--- src/rtl/alu_result_stage.sv ---
// Execute-to-writeback boundary: registers ALU results into a small skid FIFO toward
// writeback and turns taken branches/jumps into a one-cycle front-end redirect.
module alu_result_stage #(
  parameter int WIDTH = 32,
  parameter int DEPTH = 2,
  parameter int REG_W = 5
) (
  input  logic             clk,
  input  logic             rst,
  input  logic             in_valid,
  output logic             in_ready,
  input  logic [WIDTH-1:0] in_result,
  input  logic             in_branch_ctrl,
  input  logic [3:0]       in_op,
  input  logic             in_jal,
  input  logic [WIDTH-1:0] in_pc,
  input  logic [WIDTH-1:0] in_imm,
  input  logic             in_jalr,
  input  logic [REG_W-1:0] in_rd,
  input  logic             in_rd_we,
  input  logic             flush,
  output logic             wb_valid,
  input  logic             wb_ready,
  output logic [WIDTH-1:0] wb_data,
  output logic [REG_W-1:0] wb_rd,
  output logic             redirect_valid,
  output logic [WIDTH-1:0] redirect_pc
);

  localparam int PTR_W = (DEPTH > 1) ? $clog2(DEPTH) : 1;
  localparam int CNT_W = $clog2(DEPTH + 1);

  typedef enum logic {RUN, SHADOW} state_e;

  state_e             state_q, state_d;
  logic [CNT_W-1:0]   count_q, count_d;
  logic [PTR_W-1:0]   wr_ptr_q, wr_ptr_d;
  logic [PTR_W-1:0]   rd_ptr_q, rd_ptr_d;
  logic               in_ready_q, in_ready_d;
  logic               redirect_valid_q, redirect_valid_d;
  logic [WIDTH-1:0]   redirect_pc_q, redirect_pc_d;

  logic [WIDTH-1:0]   mem_data_q [DEPTH];
  logic [REG_W-1:0]   mem_rd_q   [DEPTH];

  logic               accept, is_branch, taken, push, pop;
  logic [WIDTH-1:0]   target, wdata;

  // NOTE: every signal assigned here gets a default first, so no path can infer a latch.
  always_comb begin
    accept    = in_valid & in_ready_q & (state_q == RUN) & ~flush;
    is_branch = (in_op >= 4'd9) && (in_op <= 4'd12);
    taken     = in_jal | (is_branch & in_branch_ctrl);
    push      = accept & in_rd_we & (in_rd != '0);
    pop       = (count_q != '0) & wb_ready;
    target    = in_jalr ? {in_result[WIDTH-1:1], 1'b0} : in_pc + in_imm;
    wdata     = in_jal ? in_pc + WIDTH'(4) : in_result;

    state_d          = state_q;
    count_d          = count_q;
    wr_ptr_d         = wr_ptr_q;
    rd_ptr_d         = rd_ptr_q;
    redirect_valid_d = 1'b0;
    redirect_pc_d    = redirect_pc_q;

    if (flush) begin
      // Flush dominates: queue emptied, any new input already excluded from accept.
      state_d  = RUN;
      count_d  = '0;
      wr_ptr_d = '0;
      rd_ptr_d = '0;
    end else begin
      state_d  = (accept && taken) ? SHADOW : RUN;
      count_d  = count_q + CNT_W'(push) - CNT_W'(pop);
      wr_ptr_d = push ? wr_ptr_q + PTR_W'(1) : wr_ptr_q;
      rd_ptr_d = pop  ? rd_ptr_q + PTR_W'(1) : rd_ptr_q;
      if (accept && taken) begin
        redirect_valid_d = 1'b1;
        redirect_pc_d    = target;
      end
    end

    in_ready_d = (state_d == RUN) && (count_d < CNT_W'(DEPTH));
  end

  // NOTE: sequential state uses non-blocking assignments so all registers update together.
  always_ff @(posedge clk) begin
    if (rst) begin
      state_q          <= RUN;
      count_q          <= '0;
      wr_ptr_q         <= '0;
      rd_ptr_q         <= '0;
      in_ready_q       <= 1'b0;
      redirect_valid_q <= 1'b0;
      redirect_pc_q    <= '0;
    end else begin
      state_q          <= state_d;
      count_q          <= count_d;
      wr_ptr_q         <= wr_ptr_d;
      rd_ptr_q         <= rd_ptr_d;
      in_ready_q       <= in_ready_d;
      redirect_valid_q <= redirect_valid_d;
      redirect_pc_q    <= redirect_pc_d;
    end
  end

  // NOTE: storage is not reset; entries are only observed while counted valid, and wb_* is
  // forced to zero when empty so the reset-visible outputs stay clean.
  always_ff @(posedge clk) begin
    if (push) begin
      mem_data_q[wr_ptr_q] <= wdata;
      mem_rd_q[wr_ptr_q]   <= in_rd;
    end
  end

  assign in_ready       = in_ready_q;
  assign wb_valid       = (count_q != '0);
  assign wb_data        = wb_valid ? mem_data_q[rd_ptr_q] : '0;
  assign wb_rd          = wb_valid ? mem_rd_q[rd_ptr_q]   : '0;
  assign redirect_valid = redirect_valid_q;
  assign redirect_pc    = redirect_pc_q;

endmodule
--- config.mk ---
export PLATFORM = sky130hd
export DESIGN_NAME = alu_result_stage
export DESIGN_NICKNAME = d
export VERILOG_FILES = /design/src/rtl/alu_result_stage.sv
export SDC_FILE = /design/constraint.sdc
export NUM_CORES = 1
export LEC_CHECK = 0
export BUFFER_PORTS_ARGS = -buffer_cell sky130_fd_sc_hd__clkbuf_2
export CORE_ASPECT_RATIO = 1.2
export CORE_MARGIN = 3
export CORE_UTILIZATION = 54
export DETAILED_ROUTE_END_ITERATION = 6
export PLACE_DENSITY_LB_ADDON = 0.3
export SLEW_MARGIN = 40
export SYNTH_ARGS = -nofsm -noshare
export SYNTH_HDL_FRONTEND = slang
export SYNTH_SLANG_ARGS = --single-unit
--- constraint.sdc ---
create_clock -name clk -period 3.88 [get_ports clk]
set_input_delay 0.388 -clock clk [delete_from_list [all_inputs] [get_ports clk]]
set_output_delay 0.388 -clock clk [all_outputs]
set_load 0.02 [all_outputs]
==> impl_metrics.ini <==
[sta]
period_minus_slack_ps = 2744
final.setup.tns_ps = 0
setup_viol = 0
tightestPinTransition_ps = 817.6
period_share_pct = 70.73
holdWs_ps = 199.6
maxClockFrequency_mhz = 364.4
rsz0062_at_grt = no
setup_ws_ps = 1136
relSlewSlack_pct = 44.08
hold_viol_final = 0
slew_viol_final = 0
fin_skew_ps = 17.75

[global_routing]
grt_pass1_wl_mm = 31.67
grt.busiest_layer = met2
overflow = 0
antenna_found_initial = 0
gr-usage-all-layers_pct = 27.00
grt_pass1_vias = 6281
met3_usage_pct = 4.744
gr-usage-met1_pct = 35.94
met2_usage_pct = 43.83
grt_max_degree = 60

[synthesis]
yosys.area.top_type = edfxtp_1
synth_seq_area_share_pct = 42.49
synth_edf_count = 74
synthFlopType = edfxtp_1
synth_area_leaders = edfxtp_1 31%, dfxtp_1 11%, mux2i_1 6.4%, ha_1 6.0%, nor2_1 5.9%
synth_nets = 915
yosysWarnings = 0
synthCells = 766
syn_area_mm2 = 0.007068
syn_avg_cell_area_um2 = 9.227
ys_seq_elements = 113
yosysMostFrequentCell = nor2_1
synth_top_area_share_pct = 31.44
synthTopCellsByCount = 111 x nor2_1, 74 x a21oi_1, 74 x edfxtp_1
synth_cell_types = 67
async_flop_share_pct = 0

[power]
p_switching_uw = 937.5
leakage_nw = 3.561
power_density_mw_per_mm2 = 400.2
p_comb_share_pct = 17.1
ir_drop_mv = 0.2658
power.clock.fraction_pct = 45.0
seqPwrFrac_pct = 37.9
power_switching_share_pct = 26.89
p_int_mw = 2.550

[worst_setup_path]
worst-setup-path-type = in2reg
rr_endpoint = in_ready
cp-start-kind = input pin
end_kind = flip-flop
crit_start = in_pc[0]
rr_startpoint = in_ready
endpoint = redirect_pc[16]
ff2ff_path_depth = 10
cp_max_fo = 5
rrSetupSlack_ps = 1530
arrival_ps = 3070
required_ps = 4210

[floorplan]
io_pins = 186
start_util_pct = 55.55
die_h_um = 131.3
die_x_um = 110.4
dieArea_mm2 = 0.01450
coreArea_mm2 = 0.01272
rows = 45

[route]
wl_mm = 19.79
antenna_left = 0
wl_per_cell_um = 17.79
drc = 0
vias = 6474
vias_per_cell = 5.822
drt_iter0_drc = 517
dr.pass1.iters = 5

[clocking]
clock_latency_ps = 410
cts_setup_buffers = 0
cts_tree = done
clock_path_buffers = 2
cts_made_buffers = 17
clk_pin_slew_ps = 60
clock-sinks = 113
cts_root_buf = clkbuf_16
holdBufCountCts = 0
h-tree-depth = 4
postCtsResizedCells = 0

[min_path]
hold_start = in_rd[4]
min_path_type = in2reg

[finish]
postLayoutCoreUtil_pct = 68.48
areaGrowthSynthToFinish_pct = 23.28
antenna_cells = 0
drive_above_1_share_pct = 25.84
nets = 1084

[place]
gp_congestion = 0.9413
portBuffers = 185
pre_cts_ws_ps = 807.8
place_hpwl_mm = 14.54

[outcome]
status = finished, final reports clean

[job]
cap_violations = 0
==> cell usage in the layout, fill, tap and decap left out, types with 3 or more instances in the layout <==
cell,instances
bufinv_16,3
nor3_1,14
mux2_2,3
ha_1,34
and3_1,8
clkbuf_16,17
a311oi_1,3
and4_1,3
dfxtp_1,38
and2_1,4
nand3_1,26
mux2i_1,45
nand4_1,16
nor2_1,108
o21bai_1,9
nand2b_1,3
o21a_1,5
buf_4,8
a21o_1,15
nand2_1,63
o21ai_0,26
a211oi_1,9
a31oi_1,5
xnor2_1,28
clkbuf_2,184
edfxtp_1,74
a21oi_1,74
inv_1,17
clkinv_2,3
o21ai_1,7
o211ai_1,8
clkinvlp_4,3
clkinv_4,3
xor2_1,28
==> critical path, cell delays in order <==
cell	delay (ps)
clkbuf_2	90
ha_1	230
fa_1	410
a21oi_1	250
o21ai_1	90
a21o_1	250
a2111oi_0	720
o31ai_1	200
xor2_1	170
nand2_1	70
a211oi_1	210
==> worst min path at each step <==
stage	end	depth (start not counted)
global placement	redirect_pc[0]	2
global route	mem_rd_q[0][2]	1
detailed placement	redirect_pc[0]	2
finish	mem_rd_q[1][4]	1
floorplan	count_q[0]	1
CTS	mem_rd_q[0][2]	1
==> power by group through the flow <==
stage                     combinational [mW]  clock [mW]  sequential [mW]
after floorplan                        0.374           0             1.36
after global placement                 0.578           0             1.35
after detailed placement               0.584           0             1.35
after CTS                              0.588        1.58             1.32
after global routing                   0.657        1.63             1.32
final                                  0.596        1.57             1.32
==> registers in the layout, indices dropped and copies added (netlist names), named ones only <==
name,flops
mem_data_q,64
redirect_pc,32
redirect_valid,1
wr_ptr_q,1
count_q,2
in_ready,1
mem_rd_q,10
rd_ptr_q,1
==> metal layers <==
metal / wire length (µm) / vias up
met2: 9346 / 292
met3: 1639 / 38
met1: 8218 / 3003
met4: 583 / 0
li1: - / 3141
met5: 0 / -
==> area by class of cell <==
type                       count  area (µm²)
inverter                      18       67.56
fill                        1058        4011
sequential                   113        3007
clock inverter                13       162.7
tap                          164       205.2
clock buffer                  19       432.9
multi-input combinational    592        3850
timing repair buffer         193       988.4
==> stage by stage <==
step	instance area (µm²)	total power [mW]	instances
floorplan	7068	1.733	766
global placement	8113	1.923	1080
detailed placement	8118	1.929	1080
CTS	8713	3.489	1112
global route	8713	3.608	1112
finish	8713	3.487	1112
==> cell families (layout without fill, tap and decap cells) <==
logic type | Yosys count | after routing | synth area share, %
adder cells (fa/ha/maj) | 35 | 35 | 6.302
flip-flops | 113 | 113 | 42.49
buffers and inverters | 61 | 243 | 3.346
AO/OA/AOI/OAI | 191 | 191 | 17.53
XOR/XNOR | 56 | 56 | 6.939
AND/OR/NAND/NOR | 262 | 262 | 16.55
multiplexers | 48 | 48 | 6.851
Power figures use the tool's default switching activity.
